--- config.mk ---
export PLATFORM = sky130hd
export DESIGN_NAME = cnt_reset_sched
export DESIGN_NICKNAME = d
export VERILOG_FILES = /design/src/rtl/cnt_reset_sched.sv
export SDC_FILE = /design/constraint.sdc
export NUM_CORES = 1
export LEC_CHECK = 0
export ABC_AREA = 0
export CAP_MARGIN = 20
export CORE_MARGIN = 1.5
export CORE_UTILIZATION = 35
export CTS_CLUSTER_SIZE = 20
export DETAILED_ROUTE_END_ITERATION = 12
export GPL_TIMING_DRIVEN = 0
export PLACE_DENSITY = 0.67
export SLEW_MARGIN = 20
export SYNTH_ARGS = -nofsm -noshare
export SYNTH_HDL_FRONTEND = slang
export SYNTH_SLANG_ARGS = --single-unit
--- constraint.sdc ---
create_clock -name clk -period 1.8 [get_ports clk]
set_input_delay 0.18 -clock clk [delete_from_list [all_inputs] [get_ports clk]]
set_output_delay 0.18 -clock clk [all_outputs]
set_load 0.05 [all_outputs]
--- src/rtl/cnt_reset_sched.sv ---
// cnt_reset_sched: round-robin arbiter that pulses the count generator's reset and times its restart.
module cnt_reset_sched #(
  parameter int NUM_REQ = 4,
  parameter int PULSE_LEN = 2,
  parameter int MAX_WAIT = 48,
  localparam int IW = $clog2(NUM_REQ)
) (
  input  logic               clk,
  input  logic               rst,
  input  logic [NUM_REQ-1:0] req,
  input  logic [31:0]        count_in,
  input  logic               parity_in,
  input  logic               valid_in,
  output logic               cnt_rst,
  output logic               busy,
  output logic [IW-1:0]      grant_id,
  output logic [NUM_REQ-1:0] ack,
  output logic [NUM_REQ-1:0] err,
  output logic               parity_err,
  output logic [31:0]        last_count
);
  typedef enum logic [2:0] {IDLE, PULSE, WAIT, DONE_OK, DONE_TO} state_t;
  state_t state;
  logic [IW-1:0] ptr, pick;
  logic found;
  logic [3:0] pcnt;
  logic [7:0] wait_cnt;
  logic [2*NUM_REQ-1:0] dbl;
  // Rotate requests so bit 0 is the RR pointer; lowest set bit wins.
  always_comb begin
    dbl = {req, req} >> ptr;
    pick = '0;
    found = 1'b0;
    for (int i = NUM_REQ - 1; i >= 0; i--)
      if (dbl[i]) begin
        pick = IW'((int'(ptr) + i) % NUM_REQ);
        found = 1'b1;
      end
  end
  always_ff @(posedge clk or posedge rst)
    if (rst) begin
      state <= IDLE;
      ptr <= '0;
      pcnt <= '0;
      wait_cnt <= '0;
      cnt_rst <= 1'b0;
      busy <= 1'b0;
      grant_id <= '0;
      ack <= '0;
      err <= '0;
      parity_err <= 1'b0;
      last_count <= '0;
    end else begin
      ack <= '0;
      err <= '0;
      if (valid_in) begin
        last_count <= count_in;
        if (parity_in != ^count_in) parity_err <= 1'b1;
      end
      case (state)
        IDLE:
          if (found) begin
            grant_id <= pick;
            ptr <= IW'((int'(pick) + 1) % NUM_REQ);
            state <= PULSE;
            busy <= 1'b1;
            cnt_rst <= 1'b1;
            pcnt <= '0;
          end
        PULSE:
          if (pcnt == 4'(PULSE_LEN - 1)) begin
            cnt_rst <= 1'b0;
            state <= WAIT;
            wait_cnt <= '0;
          end else pcnt <= pcnt + 4'd1;
        WAIT:
          if (valid_in && count_in <= 32'd1) begin
            state <= DONE_OK;
            ack <= NUM_REQ'(1) << grant_id;
          end else if (wait_cnt == 8'(MAX_WAIT - 1)) begin
            state <= DONE_TO;
            err <= NUM_REQ'(1) << grant_id;
          end else wait_cnt <= (wait_cnt == 8'hff) ? wait_cnt : wait_cnt + 8'd1;
        DONE_OK, DONE_TO: begin
          state <= IDLE;
          busy <= 1'b0;
        end
        default: state <= IDLE;
      endcase
    end
endmodule

==> summary.md, run 1 <==
| Metric | Value |
|---|---|
| Worst Path Arrival | 2.04 ns |
| TritonCTS clock tree | yes |
| Per-cell routed wire length | 14.1 um |
| Synth Register Bits | 62 |
| RSZ-0062 raised after global routing | yes |
| Pins over their slew limit | 0 |
| Synthesized Nets | 362 |
| Global-route wire length before repair | 11.9 mm |
| Initial drt markers | 114 |
| Share of final-layout standard cells stronger than drive strength 1 | 0.271 |
| Proportion of register bits with asynchronous set or reset after synthesis | 1.00 |
| Die H | 98.7 um |
| CP Data Required Time | 2.02 ns |
| Worst path bufs/invs | 2 |
| Class of the most critical setup path | reg2reg |
| Maxcap violations | 0 |
| Kind of start point of the critical path | flop |
| Largest fanout of any net on the critical path | 5 |
| Cell breakdown of the critical path | buf_6 > or3b_4 > a41o_1 > nand2_2 > nand4_4 > buf_6 > o211ai_1 > o31ai_2 |
| Synthesis-to-layout area growth | 47.2% |
| Count of unique library cells instantiated by Yosys | 40 |
| GR Util All Layers | 0.155 |
| Boundary Pins | 85 |
| Number of nets at the end of the flow | 473 |
| Worst slack at placement | -0.612 ns |
| Die boundary width | 98.7 um |
| Top flip-flop cell by instance count after synthesis | sky130_fd_sc_hd__dfrtp_1 |
| Number of buffers inserted during clock tree synthesis | 9 |
| Peak supply drop | 0.525 mV |
| Final period utilization | 1.01 |
| Top area cells in the synthesized netlist | sky130_fd_sc_hd__dfrtp_1, sky130_fd_sc_hd__mux2_2, sky130_fd_sc_hd__ha_1 |
| Leftover overflow at the end of global routing | 0 |
| Crit-path slowest cell | sky130_fd_sc_hd__or3b_4 |
| Worst slew margin | 0.517 |
| Detailed Place HPWL | 5.24 mm |
| Post-route setup TNS | -0.0859 ns |
| Total via count in the routed design | 2545 |
| Core Box Area | 0.00881 mm^2 |
| Post-detailed-routing wire length | 7.35 mm |
| Cell accounting for the most synthesized area | sky130_fd_sc_hd__dfrtp_1 |
| Pin count of the biggest net entering global routing | 33 |
| Router iterations before antenna repair | 9 |
| Max Fclk | 549 MHz |
| Leakage power of the design | 2.17 nW |
| Total power per unit cell area | 1080 mW/mm^2 |
| Count of fill cells added during filler insertion | 792 |
| Count of flip-flops with a built-in enable after synthesis | 0 |
| Most common cell on crit path | sky130_fd_sc_hd__buf_6 |
| CP top delay family | simple AND/OR/NAND/NOR gates |
| Critical path endpoint category | flop |
| Hold/Removal Path Class | in2reg |
| Per-instance average area after synthesis | 10.8 um^2 |
| Run status | finished with violations |
| Combined area of all synthesized cells | 0.00321 mm^2 |
| Worst path setup slack after routing | -0.0205 ns |
| Effective utilization at floorplan | 0.364 |
| Number of antenna repair diodes | 0 |
| Die area | 0.00975 mm^2 |
| Cell area after layout | 0.00472 mm^2 |
| Number of antenna violations at the first check in global routing | 0 |
| Clk_skew | 0.0104 ns |
| Final count of hold timing violations | 0 |
| Remaining routing DRC violations | 8 |
| Antenna viol nets, final | 0 |
| Worst Tran Pin Value | 0.715 ns |
| Routed vias/inst | 4.88 |
| DP Area | 0.00420 mm^2 |
| Yosys synthesis warning count | 0 |
| Violated checks | design-rule violations, negative setup slack |
| Worst skew pair latency | 0.34 ns |
| Port buffer count | 83 |
| Top cell type's share of synthesized area | 0.484 |
| Max H-tree Level | 3 |
| Total of endpoints with negative setup slack in the final report | 6 |
| Final min period | 1.82 ns |
| Synthesized instance count | 298 |
| Global placer's final weighted congestion | 0.785 |
| Sequential area share after synthesis | 0.484 |
| Root buf cell | sky130_fd_sc_hd__clkbuf_8 |
| CP max stage delay | 0.38 ns |
| Row count | 34 |
| Number of global-route vias before repair | 2493 |
| Maximum clock insertion buffer count | 2 |
| Sink count of the clock tree | 62 |
| Clock slew at reported path FFs | 0.07 ns |
-- synth_stat cells, drive strengths merged (4+ instances only) --
cell	number
dfrtp	62
o211ai	5
a21oi	8
xnor2	14
or3	4
ha	24
nor3	7
o21ai	8
nand4	4
nor3b	4
nand2	21
mux2	32
xor2	5
inv	43
clkbuf	4
nor2	10
nand3	14
-- cells by family after synthesis --
logic type,count (synthesis),share of synthesized area
adder cells (fa/ha/maj),24,0.0936
multiplexers,32,0.112
flip-flops,62,0.484
AND/OR/NAND/NOR,74,0.121
AO/OA/AOI/OAI,38,0.0788
buffers and inverters,49,0.0589
XOR/XNOR,19,0.0519
-- final cells by class --
type	instances	area (um^2)	share of cell area
buffer	6	37.5	0.00795
clock buffer	11	151	0.0321
clock inverter	5	81.3	0.0172
inverter	43	165	0.0350
multi-input combinational	187	1640	0.347
sequential	62	1550	0.329
tap	108	135	0.0286
timing repair buffer	100	958	0.203
-- final timing paths --
path,slack [ns],to,depth (start not counted),start
setup / recovery,-0.02,wait_cnt[2]$_DFFE_PP0P_,8,state[1]$_DFFE_PP0P_
hold / removal,0.11,last_count[12]$_DFFE_PP0P_,2,count_in[12]
setup reg to reg,-0.02,wait_cnt[2]$_DFFE_PP0P_,8,state[1]$_DFFE_PP0P_
hold reg to reg,0.46,parity_err$_DFFE_PP0P_,1,parity_err$_DFFE_PP0P_
max in group asynchronous,0.92,last_count[7]$_DFFE_PP0P_,3,rst
min in group asynchronous,0.29,last_count[23]$_DFFE_PP0P_,2,rst
-- metal layers --
layer	part of all wire	vias up	global-route usage
met4	0.013	0	0.0527
met2	0.50	62	0.260
met1	0.44	1227	0.194
li1	-	1246	-
met3	0.053	10	0.0433
met5	0	-	0
-- worst reg2reg max path: cells and delay by family (launching register included) --
kind | cells | cell delay (ns)
and+or+nand+nor | 3 | 0.58
AOI/OAI and AO/OA | 3 | 0.50
DFF | 1 | 0.35
buffers and inverters | 2 | 0.27
-- registers in the layout, indices dropped and copies added, names as in the netlist --
register / count
last_count: 32
cnt_rst: 1
parity_err: 1
state: 3
ack: 4
pcnt: 4
ptr: 2
busy: 1
err: 4
wait_cnt: 8
grant_id: 2
-- through the flow --
stage | utilization | hold WS, ns | total power [W] | std cells
3_3_place_gp | 0.474 | 0.441 | 0.00346 | 489
4_1_cts | 0.528 | 0.200 | 0.00511 | 521
6_report | 0.536 | 0.107 | 0.00508 | 522
5_1_grt | 0.536 | 0.114 | 0.00537 | 522
3_5_place_dp | 0.477 | 0.446 | 0.00350 | 490
2_1_floorplan | - | 0.299 | 0.00295 | 298
-- power breakdown --
part | leakage [nW] | internal [W] | total [W] | switching (W)
clock | 0.116 | 0.000855 | 0.00142 | 0.000569
sequential | 0.763 | 0.00159 | 0.00177 | 0.000181
combinational | 1.29 | 0.000780 | 0.00189 | 0.00111
-- repair_timing --
item / CTS / global route
setup endpoints to repair: 15 / 21
hold buffers: 0 / 0
pin swaps: 18 / 14
gates resized for setup: 55 / 24
gates cloned: 1 / 0
setup buffers: 14 / 1
-- placed cells by master, fill, tap and decap left out, types with 3 or more instances in the layout --
cell type                         synthesis  layout
sky130_fd_sc_hd__a21oi_1                  8       8
sky130_fd_sc_hd__ha_1                    24      13
sky130_fd_sc_hd__clkdlybuf4s50_1          0      57
sky130_fd_sc_hd__o21ai_0                  8       7
sky130_fd_sc_hd__dlygate4sd2_1            0      16
sky130_fd_sc_hd__clkbuf_8                 0      11
sky130_fd_sc_hd__inv_1                   43      37
sky130_fd_sc_hd__dfrtp_1                 62      61
sky130_fd_sc_hd__o211ai_1                 5       5
sky130_fd_sc_hd__nand4_1                  3       3
sky130_fd_sc_hd__nand3_1                 14      10
sky130_fd_sc_hd__o22ai_1                  3       3
sky130_fd_sc_hd__nand2_1                 21      17
sky130_fd_sc_hd__nor2b_1                  3       3
sky130_fd_sc_hd__xor2_1                   5       5
sky130_fd_sc_hd__or3_1                    4       3
sky130_fd_sc_hd__ha_2                     0       9
sky130_fd_sc_hd__mux2_2                  32      32
sky130_fd_sc_hd__nor2_1                  10      10
sky130_fd_sc_hd__dlymetal6s2s_1           0       6
sky130_fd_sc_hd__xnor2_1                 14      13
sky130_fd_sc_hd__inv_2                    0       5
sky130_fd_sc_hd__clkbuf_1                 4       4
sky130_fd_sc_hd__nor3_1                   7       3
sky130_fd_sc_hd__nand3_2                  0       3
sky130_fd_sc_hd__nand2_2                  0       3
sky130_fd_sc_hd__clkdlybuf4s15_1          0       3
sky130_fd_sc_hd__buf_4                    1      15
sky130_fd_sc_hd__nor3_2                   0       4
No activity file was read; power rests on OpenSTA's default activity.
==> inputs of run 2 (changes only) <==
--- a/config.mk
+++ b/config.mk
@@ -12,7 +12,7 @@
 export CTS_CLUSTER_SIZE = 20
 export DETAILED_ROUTE_END_ITERATION = 12
 export GPL_TIMING_DRIVEN = 0
-export PLACE_DENSITY = 0.67
+export PLACE_DENSITY = 0.65
 export SLEW_MARGIN = 20
 export SYNTH_ARGS = -nofsm -noshare
 export SYNTH_HDL_FRONTEND = slang
==> constraint.sdc (replaced) <==
create_clock -name clk -period 1.7 [get_ports clk]
set_input_delay 0.17 -clock clk [delete_from_list [all_inputs] [get_ports clk]]
set_output_delay 0.17 -clock clk [all_outputs]
set_load 0.05 [all_outputs]
==> summary.md, run 2 (synthesis results as in run 1) <==
| Metric | Value |
|---|---|
| Run status | finished with violations |
| Violated checks | design-rule violations, negative setup slack |
| Area occupied by multi-input gates | 0.00172 mm^2 |
| Share of final-layout standard cells stronger than drive strength 1 | 0.291 |
| Row count | 34 |
| Number of antenna repair diodes | 0 |
| Die boundary width | 98.7 um |
| Core Box Area | 0.00881 mm^2 |
| Hold/Removal Path Class | in2reg |
| Leftover overflow at the end of global routing | 0 |
| Most common library cell in the layout ignoring fill and taps | sky130_fd_sc_hd__dfrtp_1 |
| Boundary Pins | 85 |
| Initial drt markers | 62 |
| Class of the most critical setup path | reg2reg |
| Leakage power of the design | 2.28 nW |
| Clk_skew | 0.00736 ns |
| Total via count in the routed design | 2529 |
| Critical path endpoint category | flop |
| Final min period | 1.84 ns |
| Sink count of the clock tree | 62 |
| TritonCTS clock tree | yes |
| Clock slew at reported path FFs | 0.07 ns |
| Port buffer count | 83 |
| Area taken by flip-flops and latches | 0.00155 mm^2 |
| Maximum clock insertion buffer count | 2 |
| Root buf cell | sky130_fd_sc_hd__clkbuf_8 |
| Number of nets at the end of the flow | 471 |
| Routed vias/inst | 4.86 |
| Peak supply drop | 0.690 mV |
| Total of endpoints with negative setup slack in the final report | 8 |
| Largest fanout of any net on the critical path | 5 |
| Largest register by flop count | last_count |
| Antenna viol nets, final | 0 |
| Worst slew margin | 0.641 |
| Largest registers in the final layout | last_count x32, wait_cnt x8 |
| Worst path setup slack after routing | -0.143 ns |
| Maxcap violations | 0 |
| Final period utilization | 1.08 |
| Synthesis-to-layout area growth | 48.9% |
| Per-cell routed wire length | 14.3 um |
| Die H | 98.7 um |
| Worst skew pair latency | 0.33 ns |
| Post-detailed-routing wire length | 7.44 mm |
| Kind of start point of the critical path | flop |
| Pins over their slew limit | 0 |
| Die area | 0.00975 mm^2 |
| Worst Tran Pin Value | 0.538 ns |
| Final Core Density | 0.542 |
| Worst Path Arrival | 2.12 ns |
| Effective utilization at floorplan | 0.364 |
| Max FFs per register | 32 |
| Hold buffer count at CTS | 0 |
| Global placer's final weighted congestion | 0.799 |
| Count of fill cells added during filler insertion | 778 |
| CP Data Required Time | 1.97 ns |
| Number of global-route vias before repair | 2639 |
| Number of buffers inserted during clock tree synthesis | 9 |
| Remaining routing DRC violations | 5 |
| Total power per unit cell area | 1080 mW/mm^2 |
| Global-route wire length before repair | 12.1 mm |
| Most frequent cells in the layout | sky130_fd_sc_hd__dfrtp_1, sky130_fd_sc_hd__inv_1, sky130_fd_sc_hd__mux2_2 |
| RSZ-0062 raised after global routing | yes |
| Detailed Place HPWL | 5.36 mm |
| Pin count of the biggest net entering global routing | 27 |
| Final count of hold timing violations | 0 |
| Router iterations before antenna repair | 8 |
| Number of antenna violations at the first check in global routing | 0 |
| GR Util All Layers | 0.158 |
| Post-route setup TNS | -0.525 ns |
| Max H-tree Level | 3 |
| Max Fclk | 543 MHz |
-- run 2: cell types whose count changed in the layout (fill, tap and decap cells not counted), sizes merged --
cell / change
clkinvlp: -1
dlymetal6s2s: +13
clkdlybuf4s15: +2
bufinv: -1
clkinv: +3
clkdlybuf4s50: -30
dlygate4sd2: +11
clkbuf: +1
-- run 2: per-layer routing --
layer,routed length [um],global-route usage
met4,74,0.0703
met3,376,0.0348
met2,3480,0.246
met5,0,0
met1,3510,0.212
-- run 2: stage by stage --
step           worst slack, ns  hold slack (ns)  std cells  cell area [um^2]  total power (W)
2_1_floorplan          -0.0895            0.289        298              3230          0.00316
3_3_place_gp            -0.660            0.440        489              4200          0.00369
3_5_place_dp            -0.664            0.449        491              4240          0.00374
4_1_cts                 -0.155            0.112        518              4580          0.00515
5_1_grt                 -0.216           0.0862        520              4770          0.00548
6_report                -0.143           0.0841        520              4770          0.00517
-- run 2: critical path: stages, from the launching register on --
cell	delay [ns]
sky130_fd_sc_hd__dfrtp_2	0.44
sky130_fd_sc_hd__or3b_4	0.38
sky130_fd_sc_hd__a41o_1	0.22
sky130_fd_sc_hd__nand2_2	0.08
sky130_fd_sc_hd__nand4_4	0.10
sky130_fd_sc_hd__or4_1	0.49
sky130_fd_sc_hd__nand2_1	0.07
-- run 2: final cells by class --
type                       instances  share of cell area
clock inverter                     6              0.0131
timing repair buffer              98               0.204
buffer                             6             0.00786
clock buffer                      10              0.0267
multi-input combinational        187               0.360
inverter                          43              0.0351
tap                              108              0.0283
sequential                        62               0.325
-- run 2: timing repair --
item                       in CTS  in global routing
setup endpoints to repair      24                 40
cloned                          1                  0
gates resized for setup        80                 56
pin swaps                      20                  9
buffers inserted               10                  2
-- run 2: worst paths after layout --
check	slack [ns]	depth (start not counted)	end	start
worst max-delay path	-0.14	6	wait_cnt[4]$_DFFE_PP0P_	state[2]$_DFFE_PP0P_
worst min-delay path	0.08	2	last_count[14]$_DFFE_PP0P_	count_in[14]
worst max register to register	-0.14	6	wait_cnt[4]$_DFFE_PP0P_	state[2]$_DFFE_PP0P_
worst min register to register	0.46	1	parity_err$_DFFE_PP0P_	parity_err$_DFFE_PP0P_
max in group asynchronous	1.04	3	state[2]$_DFFE_PP0P_	rst
min in group asynchronous	0.19	2	last_count[29]$_DFFE_PP0P_	rst
-- run 2: report_power, final --
group	total [W]	internal [W]	switching, W	leakage, nW
clock	0.00127	0.000675	0.000598	0.100
combinational	0.00201	0.000825	0.00119	1.41
sequential	0.00188	0.00168	0.000202	0.763
==> inputs of run 3 (changes only) <==
--- a/config.mk
+++ b/config.mk
@@ -9,6 +9,7 @@
 export CAP_MARGIN = 20
 export CORE_MARGIN = 1.5
 export CORE_UTILIZATION = 35
+export CTS_BUF_LIST = sky130_fd_sc_hd__clkbuf_8
 export CTS_CLUSTER_SIZE = 20
 export DETAILED_ROUTE_END_ITERATION = 12
 export GPL_TIMING_DRIVEN = 0
==> summary.md, run 3 (synthesis results as in run 1) <==
| Metric | Value |
|---|---|
| Hold/Removal Path Class | in2reg |
| Count of placed standard cells including taps | 491 |
| Max Fclk | 543 MHz |
| Filler-free cell count of the finished design | 520 |
| Post-route setup TNS | -0.525 ns |
| Worst Tran Pin Value | 0.538 ns |
| Final count of hold timing violations | 0 |
| Detailed Place HPWL | 5.36 mm |
| Cell area after layout | 0.00477 mm^2 |
| Sink count of the clock tree | 62 |
| Root buf cell | sky130_fd_sc_hd__clkbuf_8 |
| Remaining routing DRC violations | 5 |
| Most common library cell in the layout ignoring fill and taps | sky130_fd_sc_hd__dfrtp_1 |
| Final min period | 1.84 ns |
| Clock slew at reported path FFs | 0.07 ns |
| Pins over their slew limit | 0 |
| Maxcap violations | 0 |
| Port buffer count | 83 |
| Total of endpoints with negative setup slack in the final report | 8 |
| Router iterations before antenna repair | 8 |
| Violated checks | design-rule violations, negative setup slack |
| Class of the most critical setup path | reg2reg |
| Largest registers in the final layout | last_count x32, wait_cnt x8 |
| Worst skew pair latency | 0.33 ns |
| Maximum clock insertion buffer count | 2 |
| TritonCTS clock tree | yes |
| Worst slew margin | 0.641 |
| Die area | 0.00975 mm^2 |
| GR Util All Layers | 0.158 |
| Core Box Area | 0.00881 mm^2 |
| Global placer's final weighted congestion | 0.799 |
| Die boundary width | 98.7 um |
| Final period utilization | 1.08 |
| Leftover overflow at the end of global routing | 0 |
| RSZ-0062 raised after global routing | yes |
| Most frequent cells in the layout | sky130_fd_sc_hd__dfrtp_1, sky130_fd_sc_hd__inv_1, sky130_fd_sc_hd__mux2_2 |
| Pin count of the biggest net entering global routing | 27 |
| Number of antenna repair diodes | 0 |
| Boundary Pins | 85 |
| Global-route wire length before repair | 12.1 mm |
| Number of buffers inserted during clock tree synthesis | 9 |
| Worst Path Arrival | 2.12 ns |
| Critical path endpoint category | flop |
| Clk_skew | 0.00736 ns |
| Routed vias/inst | 4.86 |
| Number of global-route vias before repair | 2639 |
| Worst slack at placement | -0.664 ns |
| Max FFs per register | 32 |
| Number of nets at the end of the flow | 471 |
| Run status | finished with violations |
| Worst path setup slack after routing | -0.143 ns |
| Largest fanout of any net on the critical path | 5 |
| Post-detailed-routing wire length | 7.45 mm |
| Largest register by flop count | last_count |
| CP Data Required Time | 1.97 ns |
| Row count | 34 |
| Share of final-layout standard cells stronger than drive strength 1 | 0.291 |
| Max H-tree Level | 3 |
| Peak supply drop | 0.690 mV |
| Synthesis-to-layout area growth | 48.9% |
| Final Core Density | 0.542 |
| Kind of start point of the critical path | flop |
| Per-cell routed wire length | 14.3 um |
| Number of antenna violations at the first check in global routing | 0 |
| DP Area | 0.00424 mm^2 |
| Total via count in the routed design | 2529 |
| Total power per unit cell area | 1080 mW/mm^2 |
| Effective utilization at floorplan | 0.364 |
| Leakage power of the design | 2.28 nW |
| Antenna viol nets, final | 0 |
| Die H | 98.7 um |
| Initial drt markers | 62 |
[run 3: through the flow]
stage	hold WS, ns	power [W]
after floorplan	0.289	0.00316
after global routing	0.0862	0.00547
final	0.0841	0.00517
after detailed placement	0.449	0.00374
after CTS	0.112	0.00514
after global placement	0.440	0.00369
[run 3: power by group]
part           total (W)  internal (W)  switching, W
Combinational    0.00201      0.000825       0.00119
Clock            0.00127      0.000669      0.000599
Sequential       0.00188       0.00168      0.000202
[run 3: worst max-delay path, cell delays in order, from the launching register on]
cell,delay (ns)
sky130_fd_sc_hd__dfrtp_2,0.44
sky130_fd_sc_hd__or3b_4,0.38
sky130_fd_sc_hd__a41o_1,0.22
sky130_fd_sc_hd__nand2_2,0.08
sky130_fd_sc_hd__nand4_4,0.10
sky130_fd_sc_hd__or4_1,0.49
sky130_fd_sc_hd__nand2_1,0.07
[run 3: cell type report]
| type | instances | area, um^2 |
|---|---|---|
| inverters | 43 | 168 |
| fillers | 778 | 4030 |
| plain buffers | 6 | 37.5 |
| clock buffers | 9 | 124 |
| repair buffers | 98 | 972 |
| multi-input cells | 187 | 1720 |
| well taps | 108 | 135 |
| clock inverters | 7 | 66.3 |
| flip-flops and latches | 62 | 1550 |
[run 3: final timing paths]
path / startpoint / depth (start not counted) / slack (ns) / endpoint
min in group asynchronous: rst / 2 / 0.19 / last_count[29]$_DFFE_PP0P_
worst max-delay path: state[2]$_DFFE_PP0P_ / 6 / -0.14 / wait_cnt[4]$_DFFE_PP0P_
max in group asynchronous: rst / 3 / 1.04 / state[2]$_DFFE_PP0P_
worst min register to register: parity_err$_DFFE_PP0P_ / 1 / 0.46 / parity_err$_DFFE_PP0P_
worst min-delay path: count_in[14] / 2 / 0.08 / last_count[14]$_DFFE_PP0P_
worst max register to register: state[2]$_DFFE_PP0P_ / 6 / -0.14 / wait_cnt[4]$_DFFE_PP0P_
[run 3: layer usage]
layer	up-vias	wire (um)	global-route usage	part of all wire
met5	-	0	0	0
met4	0	74	0.0703	0.0099
met3	4	376	0.0348	0.051
met2	63	3480	0.246	0.47
met1	1220	3510	0.212	0.47
li1	1242	-	-	-
[run 3: what timing repair did]
| action | CTS | global route |
|---|---|---|
| resized for setup | 80 | 56 |
| hold buffers | 0 | 0 |
| pin swaps | 20 | 9 |
| cloned | 1 | 0 |
| setup endpoints to repair | 24 | 40 |
| setup buffers | 10 | 2 |
